## config.mk

```make
export PLATFORM = sky130hd
export DESIGN_NAME = config_chain_loader
export DESIGN_NICKNAME = d
export VERILOG_FILES = /design/src/rtl/cfg_loader_pkg.sv /design/src/rtl/cfg_piso.sv /design/src/rtl/config_chain_loader.sv
export SDC_FILE = /design/constraint.sdc
export NUM_CORES = 1
export LEC_CHECK = 0
export BUFFER_PORTS_ARGS = -buffer_cell sky130_fd_sc_hd__buf_2
export CAP_MARGIN = 20
export CORE_AREA = 2 2 72 60
export DETAILED_ROUTE_END_ITERATION = 8
export DIE_AREA = 0 0 74 62
export HOLD_SLACK_MARGIN = 0.15
export PLACE_DENSITY = 0.57
export SETUP_SLACK_MARGIN = 0.1
export SYNTH_ARGS = -nofsm -noshare
export SYNTH_HDL_FRONTEND = slang
export SYNTH_SLANG_ARGS = --single-unit
```

## constraint.sdc

```tcl
create_clock -name clk -period 2.9 [get_ports clk]
set_input_delay 0.58 -clock clk [delete_from_list [all_inputs] [get_ports clk]]
set_output_delay 0.58 -clock clk [all_outputs]
set_load 0.02 [all_outputs]
```

## src/rtl/cfg_loader_pkg.sv

```systemverilog
// Shared types for the configuration chain loader: controller states and counter sizing.
package cfg_loader_pkg;

    typedef enum logic [2:0] {
        IDLE   = 3'd0,
        FETCH  = 3'd1,
        SHIFT  = 3'd2,
        SETTLE = 3'd3,
        DONE   = 3'd4
    } state_e;

    // Width of a counter that must hold values 0..n inclusive.
    function automatic int cnt_width(input int n);
        return (n < 1) ? 1 : $clog2(n + 1);
    endfunction

endpackage

```

## src/rtl/cfg_piso.sv

```systemverilog
// DATA_W parallel-in serial-out shifter, MSB first; bit_o is the current bit, idx_o counts down to 0.
// Load wins over shift; at idx 0 the register holds so the last bit stays on bit_o.
module cfg_piso #(
    parameter  int DATA_W = 8,
    localparam int IW     = (DATA_W > 1) ? $clog2(DATA_W) : 1
) (
    input  logic              clk,
    input  logic              rst_n,
    input  logic              load_i,
    input  logic [DATA_W-1:0] data_i,
    input  logic              shift_i,
    output logic              bit_o,
    output logic [IW-1:0]     idx_o
);

    logic [DATA_W-1:0] data_q, data_d;
    logic [IW-1:0]     idx_q, idx_d;

    always_comb begin
        data_d = data_q;
        idx_d  = idx_q;
        if (load_i) begin
            data_d = data_i;
            idx_d  = IW'(DATA_W - 1);
        end else if (shift_i && (idx_q != '0)) begin
            data_d = data_q << 1;
            idx_d  = idx_q - 1'b1;
        end
    end

    always_ff @(posedge clk or negedge rst_n) begin
        if (!rst_n) begin
            data_q <= '0;
            idx_q  <= '0;
        end else begin
            data_q <= data_d;
            idx_q  <= idx_d;
        end
    end

    assign bit_o = data_q[DATA_W-1];
    assign idx_o = idx_q;

endmodule

```

## src/rtl/config_chain_loader.sv

```systemverilog
// Streams bitstream words MSB-first into the config chain, then holds fabric reset for SETTLE_CYC cycles.
// Word accepted in cycle N shows its MSB in N+1; bs_ready only in FETCH, so one word per DATA_W+1 cycles.
module config_chain_loader
    import cfg_loader_pkg::*;
#(
    parameter  int CHAIN_LEN  = 512,
    parameter  int DATA_W     = 8,
    parameter  int SETTLE_CYC = 4,
    localparam int CW         = cnt_width(CHAIN_LEN)
) (
    input  logic              clk,
    input  logic              rst_n,
    input  logic              start,
    input  logic              abort,
    input  logic [DATA_W-1:0] bs_data,
    input  logic              bs_valid,
    output logic              bs_ready,
    output logic              ccff_head,
    output logic              prog_en,
    output logic              fabric_rst_n,
    output logic              busy,
    output logic              done,
    output logic [CW-1:0]     bit_count
);

    localparam int SW = cnt_width(SETTLE_CYC);
    localparam int IW = (DATA_W > 1) ? $clog2(DATA_W) : 1;

    state_e          state_q, state_d;
    logic [CW-1:0]   bit_cnt_q, bit_cnt_d;
    logic [SW-1:0]   settle_q, settle_d;
    logic            bs_ready_q, prog_en_q, busy_q, done_q, frst_n_q;

    logic            piso_bit;
    logic [IW-1:0]   piso_idx;
    logic            chain_last, word_last, accept, piso_shift, restart;

    assign chain_last = (bit_cnt_q == CW'(CHAIN_LEN - 1));
    assign word_last  = (piso_idx == '0);
    assign accept     = (state_q == FETCH) && bs_valid && bs_ready_q && !abort;
    assign restart    = ((state_q == IDLE) || (state_q == DONE)) && start && !abort;
    // Freezing the shifter on the final chain bit or on abort keeps ccff_head stable once prog_en drops.
    assign piso_shift = (state_q == SHIFT) && !chain_last && !abort;

    always_comb begin
        state_d   = state_q;
        bit_cnt_d = bit_cnt_q;
        settle_d  = '0;
        case (state_q)
            IDLE: begin
                if (restart) state_d = FETCH;
            end
            FETCH: begin
                if (abort)       state_d = IDLE;
                else if (accept) state_d = SHIFT;
            end
            SHIFT: begin
                // The bit on the chain this cycle is counted even when aborting.
                bit_cnt_d = bit_cnt_q + 1'b1;
                if (abort)           state_d = IDLE;
                else if (chain_last) state_d = SETTLE;
                else if (word_last)  state_d = FETCH;
            end
            SETTLE: begin
                settle_d = settle_q + 1'b1;
                if (abort)                              state_d = IDLE;
                else if (settle_q == SW'(SETTLE_CYC - 1)) state_d = DONE;
            end
            DONE: begin
                if (restart) state_d = FETCH;
            end
            default: state_d = IDLE;
        endcase
        if (restart) bit_cnt_d = '0;
    end

    always_ff @(posedge clk or negedge rst_n) begin
        if (!rst_n) begin
            state_q    <= IDLE;
            bit_cnt_q  <= '0;
            settle_q   <= '0;
            bs_ready_q <= 1'b0;
            prog_en_q  <= 1'b0;
            busy_q     <= 1'b0;
            done_q     <= 1'b0;
            frst_n_q   <= 1'b0;
        end else begin
            state_q    <= state_d;
            bit_cnt_q  <= bit_cnt_d;
            settle_q   <= settle_d;
            bs_ready_q <= (state_d == FETCH);
            prog_en_q  <= (state_d == SHIFT);
            busy_q     <= (state_d == FETCH) || (state_d == SHIFT) || (state_d == SETTLE);
            done_q     <= (state_d == DONE);
            frst_n_q   <= (state_d == DONE);
        end
    end

    cfg_piso #(
        .DATA_W (DATA_W)
    ) u_piso (
        .clk     (clk),
        .rst_n   (rst_n),
        .load_i  (accept),
        .data_i  (bs_data),
        .shift_i (piso_shift),
        .bit_o   (piso_bit),
        .idx_o   (piso_idx)
    );

    assign bs_ready     = bs_ready_q;
    assign ccff_head    = piso_bit;
    assign prog_en      = prog_en_q;
    assign fabric_rst_n = frst_n_q;
    assign busy         = busy_q;
    assign done         = done_q;
    assign bit_count    = bit_cnt_q;

endmodule

```

==> results of run 1 <==
==> worst max-delay path by stage <==
stage / startpoint / end
after floorplan: abort / u_piso.data_q[1]
after global placement: abort / u_piso.data_q[1]
after detailed placement: abort / u_piso.data_q[1]
after CTS: state_q[2] / u_piso.data_q[1]
after global routing: state_q[0] / u_piso.data_q[1]
final: state_q[2] / u_piso.data_q[1]
==> power breakdown <==
| group | internal [W] | leakage [nW] | switching (W) |
|---|---|---|---|
| sequential | 0.000481 | 0.415 | 0.0000323 |
| clock | 0.000186 | 0.0470 | 0.000144 |
| combinational | 0.0000633 | 0.500 | 0.0000642 |
| total | 0.000730 | 0.962 | 0.000241 |
==> synthesized netlist by cell type <==
| cell | instances |
|---|---|
| nand4b_1 | 1 |
| a22o_1 | 6 |
| and3_2 | 2 |
| o211ai_1 | 2 |
| or2_4 | 1 |
| nand2_1 | 12 |
| and2_1 | 1 |
| o21ai_0 | 3 |
| nor2b_1 | 1 |
| nand2b_1 | 6 |
| and4_1 | 1 |
| a31oi_4 | 1 |
| buf_6 | 2 |
| xor2_1 | 6 |
| nand4b_4 | 1 |
| nand2b_4 | 1 |
| a21o_2 | 6 |
| a221o_1 | 1 |
| or3_1 | 1 |
| nand3_4 | 1 |
| nor3_1 | 4 |
| xnor2_1 | 5 |
| dfrtp_1 | 31 |
| o21a_1 | 2 |
| mux2i_1 | 1 |
| buf_2 | 1 |
| nor2_1 | 15 |
| nand4_1 | 1 |
| a221o_2 | 1 |
| nor3b_4 | 1 |
| ha_1 | 5 |
| nand3_1 | 3 |
| a21oi_1 | 2 |
| and2_2 | 1 |
| buf_4 | 1 |
| and2b_2 | 1 |
| o311ai_0 | 1 |
| and3_1 | 3 |
| inv_1 | 6 |
==> flip-flops by register name, summed over array words and instances, names as in the netlist <==
name and flops:
bit_count 10, u_piso.data_q 8, settle_q 3, state_q 3, u_piso.idx_o 3, bs_ready 1, busy 1, fabric_rst_n 1
prog_en 1
==> logic make-up after synthesis <==
group           after synthesis  share of synthesized area (%)
simple gates                 58                           22.3
flops                        31                           49.6
compound gates               25                           13.5
xor+xnor                     11                           6.16
buf+inv                      10                           3.68
fa+ha+maj                     5                           4.00
mux                           1                          0.641
==> cells in the final DEF (no fill, tap or decap), types with 2 or more instances in the layout <==
cell	count
dfrtp_1	31
buf_2	28
nor2_1	15
nand2_1	12
inv_1	6
nand2b_1	6
xor2_1	6
a22o_1	6
a21o_2	6
clkbuf_8	6
xnor2_1	5
ha_1	5
nor3_1	4
and3_1	3
nand3_1	3
o21ai_0	3
and3_2	2
a21oi_1	2
o21a_1	2
o211ai_1	2
buf_4	2
==> area by class of cell <==
cell class / instances / area, um2
clock buffers: 6 / 82.6
fillers: 380 / 2130
multi-input cells: 100 / 729
inverters: 6 / 22.5
flip-flops and latches: 31 / 776
clock inverters: 1 / 5.00
well taps: 57 / 71.3
repair buffers: 30 / 155
==> layer usage <==
metal  part of all wire [%]  vias up  track usage [%]
met5                      0        -                0
met4                    1.8        0             7.27
met3                    4.5        8             4.52
met2                     45       24             22.1
met1                     49      538             19.0
li1                       -      550                -
==> per-stage QoR <==
| stage | hold slack (ns) | utilization [%] | power (W) | instance area (um2) | setup WS [ns] |
|---|---|---|---|---|---|
| after floorplan | 0.284 | - | 0.000605 | 1560 | 0.912 |
| after global placement | 0.420 | 44.2 | 0.000643 | 1750 | 0.691 |
| after detailed placement | 0.427 | 44.2 | 0.000653 | 1750 | 0.627 |
| after CTS | 0.359 | 46.4 | 0.000990 | 1840 | 0.853 |
| after global routing | 0.400 | 46.4 | 0.00103 | 1840 | 0.769 |
| final | 0.339 | 46.4 | 0.000971 | 1840 | 0.868 |
==> impl_metrics.json, run 1 <==
{
  "status": "finished clean",
  "rsz0062_at_grt": "false",
  "hold_viol_final": 0,
  "syn-cell-area_um2": 1560,
  "synth_top_area_share_pct": 49.6,
  "coreArea_um2": 3970,
  "synthCells": 141,
  "antenna_found_initial": 0,
  "ys_types": 39,
  "critPathMaxStageDelay_ns": 0.46,
  "cts.path.max_buffers": 2,
  "area_delta_synth_final_pct": 17.9,
  "dp.cells": 224,
  "crit_path_end_kind": "flip-flop",
  "path_clk_slew_ns": 0.06,
  "post_cts_resized": 0,
  "power_density_nw_per_um2": 527,
  "viasPerCell": 4.85,
  "seq_area_frac_synth_pct": 49.6,
  "instances_no_fill": 231,
  "setup_viol": 0,
  "routed_wl_um": 2890,
  "hold_path_class": "primary input to async pin",
  "clk-insertion-delay-late_ns": 0.27,
  "hpwlAfterDp_um": 2170,
  "fin_setup_tns_ns": 0,
  "max_freq_mhz": 492,
  "rr_worst_depth": 5,
  "routabilityCongestion": 0.721,
  "min_period_ns": 2.03,
  "drtAntennaViolNets": 0,
  "layout.nets": 192,
  "crit_arrival_ns": 2.19,
  "yosys_warnings": 0,
  "synth-seq-cells": 31,
  "critPathBufInv": 0,
  "die_w_um": 74,
  "io_pins": 29,
  "grt_max_degree": 32,
  "grt_overflow_total": 0,
  "dieArea_um2": 4590,
  "worst_slew_pin_slew_ns": 0.669,
  "rows": 21,
  "worstPathCellList": "or2_4, or3_1, a31oi_4, nand3_4, a221o_1",
  "grt_pass1_wl_um": 4850,
  "r2r-start": "state_q[2]",
  "grt_pass1_vias": 1075,
  "ff2ff_setup_slack_ns": 0.87,
  "critical-path-top-delay-family": "simple AND/OR/NAND/NOR gates",
  "worst-path-max-fanout": 8,
  "cts-root-buf": "clkbuf_8",
  "wl_per_cell_um": 12.5,
  "critPathKind": "flip-flop to flip-flop",
  "drive_gt1_share_pct": 31.0,
  "yosys-top-cells-area": "dfrtp_1 (50%), ha_1 (4.0%), nor2_1 (3.6%), a21o_2 (3.4%), a22o_1 (3.4%)",
  "drt-initial-drc-count": 68,
  "htree_levels": 2,
  "maxSlewHeadroom_pct": 55.4,
  "numCtsBuffers": 5,
  "num_vias": 1120,
  "drv_slew": 0,
  "skew_ns": 0.00445,
  "tritoncts": "yes",
  "ir_drop_mv": 0.260,
  "grtUsageTotal_pct": 14.5,
  "crit_slowest_cell": "dfrtp_1",
  "holdBufCountCts": 0,
  "finalCritPeriodShare_pct": 70.1,
  "drc": 0,
  "firstDrtPassIters": 4,
  "crit_required_ns": 3.06,
  "io_buffers": 28,
  "antenna_cells": 0,
  "clkSinkCount": 31,
  "maxCapViolCount": 0,
  "cp.depth": 5,
  "leakage_nw": 0.962,
  "yosysTopAreaCell": "dfrtp_1",
  "critPathLaunchType": "flip-flop",
  "synth_area_per_cell_um2": 11.1,
  "synth_nets": 159,
  "post_cts_buffers": 0,
  "r2r-end": "u_piso.data_q[1]",
  "die_h_um": 62,
  "initial_core_util_pct": 39.4
}
Power figures use the tool's default switching activity.
==> run 2: changes to the inputs <==
--- a/config.mk
+++ b/config.mk
@@ -5,11 +5,12 @@
 export SDC_FILE = /design/constraint.sdc
 export NUM_CORES = 1
 export LEC_CHECK = 0
+export ABC_AREA = 1
 export BUFFER_PORTS_ARGS = -buffer_cell sky130_fd_sc_hd__buf_2
 export CAP_MARGIN = 20
-export CORE_AREA = 2 2 72 60
+export CORE_AREA = 2 2 75 62
 export DETAILED_ROUTE_END_ITERATION = 8
-export DIE_AREA = 0 0 74 62
+export DIE_AREA = 0 0 77 64
 export HOLD_SLACK_MARGIN = 0.15
 export PLACE_DENSITY = 0.57
 export SETUP_SLACK_MARGIN = 0.1
==> constraint.sdc (replaced) <==
create_clock -name clk -period 2 [get_ports clk]
set_input_delay 0.4 -clock clk [delete_from_list [all_inputs] [get_ports clk]]
set_output_delay 0.4 -clock clk [all_outputs]
set_load 0.02 [all_outputs]
==> impl_metrics.json, run 2 <==
{
  "crit_top_cell": "nand2_1",
  "layout.nets": 260,
  "min_period_ns": 1.66,
  "cts.path.max_buffers": 2,
  "io_pins": 29,
  "cts-root-buf": "clkbuf_8",
  "critPathKind": "flip-flop to flip-flop",
  "antenna_cells": 0,
  "ys_top_cells_by_count": "nand2_1 (70), dfrtp_1 (31), nor2_1 (19), nand3_1 (15), inv_1 (14)",
  "tritoncts": "yes",
  "worst_slew_pin_slew_ns": 0.706,
  "crit_path_end_kind": "flip-flop",
  "drt-initial-drc-count": 77,
  "routabilityCongestion": 0.753,
  "crit_required_ns": 2.18,
  "synth.most_common_cell": "nand2_1",
  "hpwlAfterDp_um": 2330,
  "worstPathCellList": "ha_1, inv_2, nor2_2, nand3_2, nand2_2, nand2_4, nand2_1, nand2_1",
  "io_buffers": 28,
  "met3_usage_pct": 3.95,
  "dieArea_um2": 4930,
  "place_ws_ns": 0.325,
  "largest_register_ffs": 10,
  "hold_path_class": "primary input to async pin",
  "htree_levels": 2,
  "critPathMaxStageDelay_ns": 0.39,
  "area_delta_synth_final_pct": 16.0,
  "initial_core_util_pct": 40.8,
  "num-fill-cells": 433,
  "yosys-top-cells-area": "dfrtp_1 (46%), nand2_1 (16%), nand3_2 (7.1%), nand3_1 (4.4%), nor2_1 (4.2%)",
  "die_w_um": 77,
  "hold_viol_final": 0,
  "final_cell_mix": "nand2_1 (70), dfrtp_1 (31), buf_2 (28), nor2_1 (19), nand3_1 (15)",
  "syn-cell-area_um2": 1690,
  "synthArstFlopShare_pct": 100,
  "critical-path-top-delay-family": "simple AND/OR/NAND/NOR gates",
  "viasPerCell": 4.61,
  "instances_no_fill": 300,
  "grt_pass1_wl_um": 5440,
  "numCtsBuffers": 5,
  "crit_arrival_ns": 1.85,
  "fin_setup_tns_ns": 0,
  "critPathBufInv": 1,
  "max_freq_mhz": 601,
  "grt_pass1_vias": 1177,
  "seq_area_frac_synth_pct": 45.8,
  "leakage_nw": 1.05,
  "synth_top_area_share_pct": 45.8,
  "rows": 21,
  "post_cts_resized": 0,
  "power_density_nw_per_um2": 794,
  "post_cts_buffers": 0,
  "drtAntennaViolNets": 0,
  "yosysTopAreaCell": "dfrtp_1",
  "synth_nets": 228,
  "synth_area_per_cell_um2": 8.07,
  "busiest_layer": "met1",
  "layout_commonest_cell": "nand2_1",
  "status": "finished clean",
  "synthCells": 210,
  "antenna_found_initial": 0,
  "dp.cells": 292,
  "clk-insertion-delay-late_ns": 0.29,
  "fin_util_pct": 47.3,
  "maxSlewHeadroom_pct": 52.9,
  "grt_use_met1_pct": 21.0,
  "finalCritPeriodShare_pct": 83.2,
  "skew_ns": 0.00342,
  "grt_max_degree": 32,
  "worst-path-max-fanout": 12,
  "coreArea_um2": 4150,
  "drc": 0,
  "grt_overflow_total": 0,
  "synth-seq-cells": 31,
  "drive_gt1_share_pct": 25.5,
  "die_h_um": 64,
  "rsz0062_at_grt": "false",
  "critPathLaunchType": "flip-flop",
  "ys.flop_type": "dfrtp_1",
  "grtUsageTotal_pct": 14.4,
  "synth_edf_count": 0,
  "crit_slowest_cell": "dfrtp_1",
  "clkSinkCount": 31,
  "drv_slew": 0,
  "path_clk_slew_ns": 0.07,
  "wl_per_cell_um": 10.9,
  "ir_drop_mv": 0.426,
  "gr-usage-met2_pct": 18.4,
  "num_vias": 1383,
  "setup_viol": 0,
  "holdBufCountCts": 0,
  "routed_wl_um": 3270,
  "yosys_warnings": 0,
  "setup_slack_ns": 0.336,
  "firstDrtPassIters": 5,
  "maxCapViolCount": 0,
  "ys_types": 26
}
[run 2: changes by cell type after synthesis, moves of 3 or more]
cell      previous run  this run
nand2_1             12        70
nand3_1              3        15
nand3_2              0        12
inv_1                6        14
a21oi_1              2         9
a21o_2               6         0
a22o_1               6         0
nand2b_1             6         0
inv_2                0         5
xor2_1               6         1
nor2_1              15        19
xnor2_1              5         1
nor2_2               0         3
[run 2: cells by family (layout without fill, tap and decap cells)]
| family | Yosys count | in the layout | share of synthesized area [%] |
|---|---|---|---|
| buf+inv | 25 | 58 | 6.79 |
| flops | 31 | 31 | 45.8 |
| fa+ha+maj | 5 | 5 | 3.69 |
| compound gates | 15 | 15 | 4.87 |
| xor+xnor | 2 | 2 | 1.03 |
| simple gates | 132 | 132 | 37.8 |
[run 2: worst paths after layout]
| check | startpoint | endpoint | slack (ns) | cells past startpoint |
|---|---|---|---|---|
| worst max-delay path | bit_count[0] | u_piso.data_q[1] | 0.34 | 8 |
| worst min-delay path | rst_n | bit_count[9] | 0.16 | 1 |
| worst max register to register | bit_count[0] | u_piso.data_q[1] | 0.34 | 8 |
| worst min register to register | settle_q[0] | settle_q[0] | 0.44 | 1 |
| max in group asynchronous | rst_n | u_piso.data_q[3] | 1.39 | 1 |
| min in group clk | bs_data[0] | u_piso.data_q[0] | 0.31 | 3 |
[run 2: per-layer routing]
metal / part of all wire [%] / vias to the layer above
met5: 0 / -
li1: - / 737
met1: 54 / 613
met4: 2.2 / 0
met3: 4.3 / 7
met2: 40 / 26
[run 2: layout make-up]
| cell class | count | area, um2 | area share [%] |
|---|---|---|---|
| Clock buffer | 7 | 76.3 | 3.88 |
| Tap cell | 57 | 71.3 | 3.63 |
| Timing Repair Buffer | 31 | 163 | 8.27 |
| Clock inverter | 1 | 5.00 | 0.255 |
| Multi-Input combinational cell | 154 | 803 | 40.9 |
| Sequential cell | 31 | 776 | 39.5 |
| Inverter | 19 | 71.3 | 3.63 |
[run 2: power breakdown]
group          internal [W]  switching (W)  total [W]
clock network      0.000244       0.000240   0.000484
logic              0.000138       0.000191   0.000329
registers          0.000698      0.0000509   0.000749
[run 2: through the flow]
stage | cell area (um2) | hold WS (ns) | total power (W)
after floorplan | 1690 | 0.104 | 0.00101
after global placement | 1880 | 0.423 | 0.00110
after detailed placement | 1880 | 0.438 | 0.00109
after CTS | 1970 | 0.182 | 0.00159
after global routing | 1970 | 0.232 | 0.00167
final | 1970 | 0.155 | 0.00156
[run 2: worst register-to-register path, stage by stage, from the launching register on]
cell and delay (ns):
dfrtp_1 0.39, ha_1 0.23, inv_2 0.06, nor2_2 0.13, nand3_2 0.14, nand2_2 0.32
nand2_4 0.15, nand2_1 0.09, nand2_1 0.05
==> run 3: changes to the inputs <==
--- a/config.mk
+++ b/config.mk
@@ -5,14 +5,14 @@
 export SDC_FILE = /design/constraint.sdc
 export NUM_CORES = 1
 export LEC_CHECK = 0
-export ABC_AREA = 1
+export ABC_AREA = 0
 export BUFFER_PORTS_ARGS = -buffer_cell sky130_fd_sc_hd__buf_2
 export CAP_MARGIN = 20
-export CORE_AREA = 2 2 75 62
+export CORE_AREA = 2 2 72 60
 export DETAILED_ROUTE_END_ITERATION = 8
-export DIE_AREA = 0 0 77 64
+export DIE_AREA = 0 0 74 62
 export HOLD_SLACK_MARGIN = 0.15
-export PLACE_DENSITY = 0.57
+export PLACE_DENSITY = 0.6
 export SETUP_SLACK_MARGIN = 0.1
 export SYNTH_ARGS = -nofsm -noshare
 export SYNTH_HDL_FRONTEND = slang
==> constraint.sdc (replaced) <==
create_clock -name clk -period 1.5 [get_ports clk]
set_input_delay 0.3 -clock clk [delete_from_list [all_inputs] [get_ports clk]]
set_output_delay 0.3 -clock clk [all_outputs]
set_load 0.02 [all_outputs]
==> impl_metrics.json, run 3 (synthesized netlist as in run 1, its figures left out) <==
{
  "routabilityCongestion": 0.784,
  "clkSinkCount": 31,
  "clock_power_share_pct": 30.6,
  "rr_worst_depth": 5,
  "largest_register_ffs": 10,
  "ir_drop_mv": 0.766,
  "clk-insertion-delay-late_ns": 0.28,
  "wl_per_cell_um": 12.8,
  "grtUsageTotal_pct": 16.4,
  "die_w_um": 74,
  "numCtsBuffers": 5,
  "leakage_nw": 1.20,
  "grt_pass1_vias": 1257,
  "fin_hold_ws_ns": 0.239,
  "skew_ns": 0.00490,
  "cts-root-buf": "clkbuf_8",
  "drc": 0,
  "pwr-share-comb_pct": 20.4,
  "critPathKind": "flip-flop to flip-flop",
  "grt_overflow_total": 0,
  "total_power_w": 0.00204,
  "worst-path-max-fanout": 8,
  "path_clk_slew_ns": 0.07,
  "firstDrtPassIters": 4,
  "htree_levels": 2,
  "cts.path.max_buffers": 2,
  "p_seq_share_pct": 49.1,
  "multi_input_area_um2": 891,
  "die_h_um": 62,
  "grt_pass1_wl_um": 5510,
  "layout.nets": 235,
  "setup_viol": 21,
  "routed_wl_um": 3530,
  "area_delta_synth_final_pct": 52.0,
  "antenna_found_initial": 0,
  "seq_area_um2": 779,
  "layout_commonest_cell": "buf_4",
  "hold_path_class": "primary input to flip-flop",
  "rsz0062_at_grt": "true",
  "rows": 21,
  "drtAntennaViolNets": 0,
  "maxCapViolCount": 0,
  "dieArea_um2": 4590,
  "crit_required_ns": 1.66,
  "tritoncts": "yes",
  "status": "complete, but fails checks",
  "max_freq_mhz": 566,
  "min_period_ns": 1.77,
  "power_density_nw_per_um2": 861,
  "num_vias": 1286,
  "worst_slew_pin_slew_ns": 0.366,
  "violations": "negative setup slack",
  "crit_arrival_ns": 1.93,
  "grt_max_degree": 18,
  "initial_core_util_pct": 39.4,
  "p_int_w": 0.00149,
  "hpwlAfterDp_um": 2330,
  "antenna_cells": 0,
  "finalCritPeriodShare_pct": 118,
  "num-fill-cells": 330,
  "critPathLaunchType": "flip-flop",
  "io_pins": 29,
  "coreArea_um2": 3970,
  "hold_path_depth": 3,
  "drive_gt1_share_pct": 56.4,
  "setup_slack_ns": -0.267,
  "drt-initial-drc-count": 44,
  "io_buffers": 28,
  "maxSlewHeadroom_pct": 75.6,
  "viasPerCell": 4.68,
  "netSwitchingFraction_pct": 27.2,
  "crit_path_end_kind": "flip-flop",
  "p_switching_w": 0.000556,
  "drv_slew": 0,
  "hold_viol_final": 0,
  "final_cell_mix": "buf_4 (33), dfrtp_1 (28), buf_2 (28), nor2_1 (13), buf_6 (10)"
}
-- run 3: through the flow --
step                cell area [um2]  TNS (ns)  setup slack [ns]  cells  utilization, %
CTS                            2240     -2.07            -0.248    268            56.4
detailed placement             2010     -2.88            -0.322    254            50.7
global placement               2010     -2.69            -0.268    254            50.7
floorplan                      1590     -2.68            -0.320    141               -
finish                         2380     -3.03            -0.267    275            59.9
global route                   2380     -4.85            -0.324    275            59.9
-- run 3: metal layers --
metal  global-route usage, %  vias up  routed length [um]
met5                       0        -                   0
met4                    6.49        0                  55
met1                    20.1      619                1600
met2                    27.3       20                1770
met3                    5.16        7                 103
li1                        -      640                   -
-- run 3: final timing paths --
check	startpoint	to	slack (ns)
max	state_q[2]	u_piso.data_q[1]	-0.27
min	bs_data[0]	u_piso.data_q[0]	0.24
max reg2reg	state_q[2]	u_piso.data_q[1]	-0.27
min reg2reg	u_piso.data_q[5]	u_piso.data_q[5]	0.48
max in group asynchronous	rst_n	state_q[0]	0.60
min in group asynchronous	rst_n	bit_count[3]	0.48
-- run 3: layout make-up --
cell class / count / area share, %
tap: 57 / 3.00
inverter: 6 / 0.948
clock buffer: 7 / 3.21
clock inverter: 1 / 0.211
timing repair buffer: 73 / 22.3
multi-input combinational: 100 / 37.5
sequential: 31 / 32.8
-- run 3: what timing repair did --
item,CTS,global route
buffers inserted,5,7
cloned,0,0
resized for setup,21,20
setup endpoints to repair,22,25
hold buffers,1,0
pin swaps,11,22
hold endpoints to repair,14,0
-- run 3: critical path, cell delays in order, from the launching register on --
cell and delay, ns:
dfrtp_1 0.40, or2_4 0.24, or3_4 0.35, a31oi_4 0.21
nand3_4 0.14, a221o_1 0.31
-- run 3: power groups by stage --
stage	registers (W)	logic, W	clock network [W]
after floorplan	0.00101	0.000166	0
after global placement	0.000998	0.000326	0
after detailed placement	0.000999	0.000339	0
after CTS	0.000995	0.000396	0.000645
after global routing	0.00101	0.000459	0.000690
final	0.00100	0.000416	0.000625
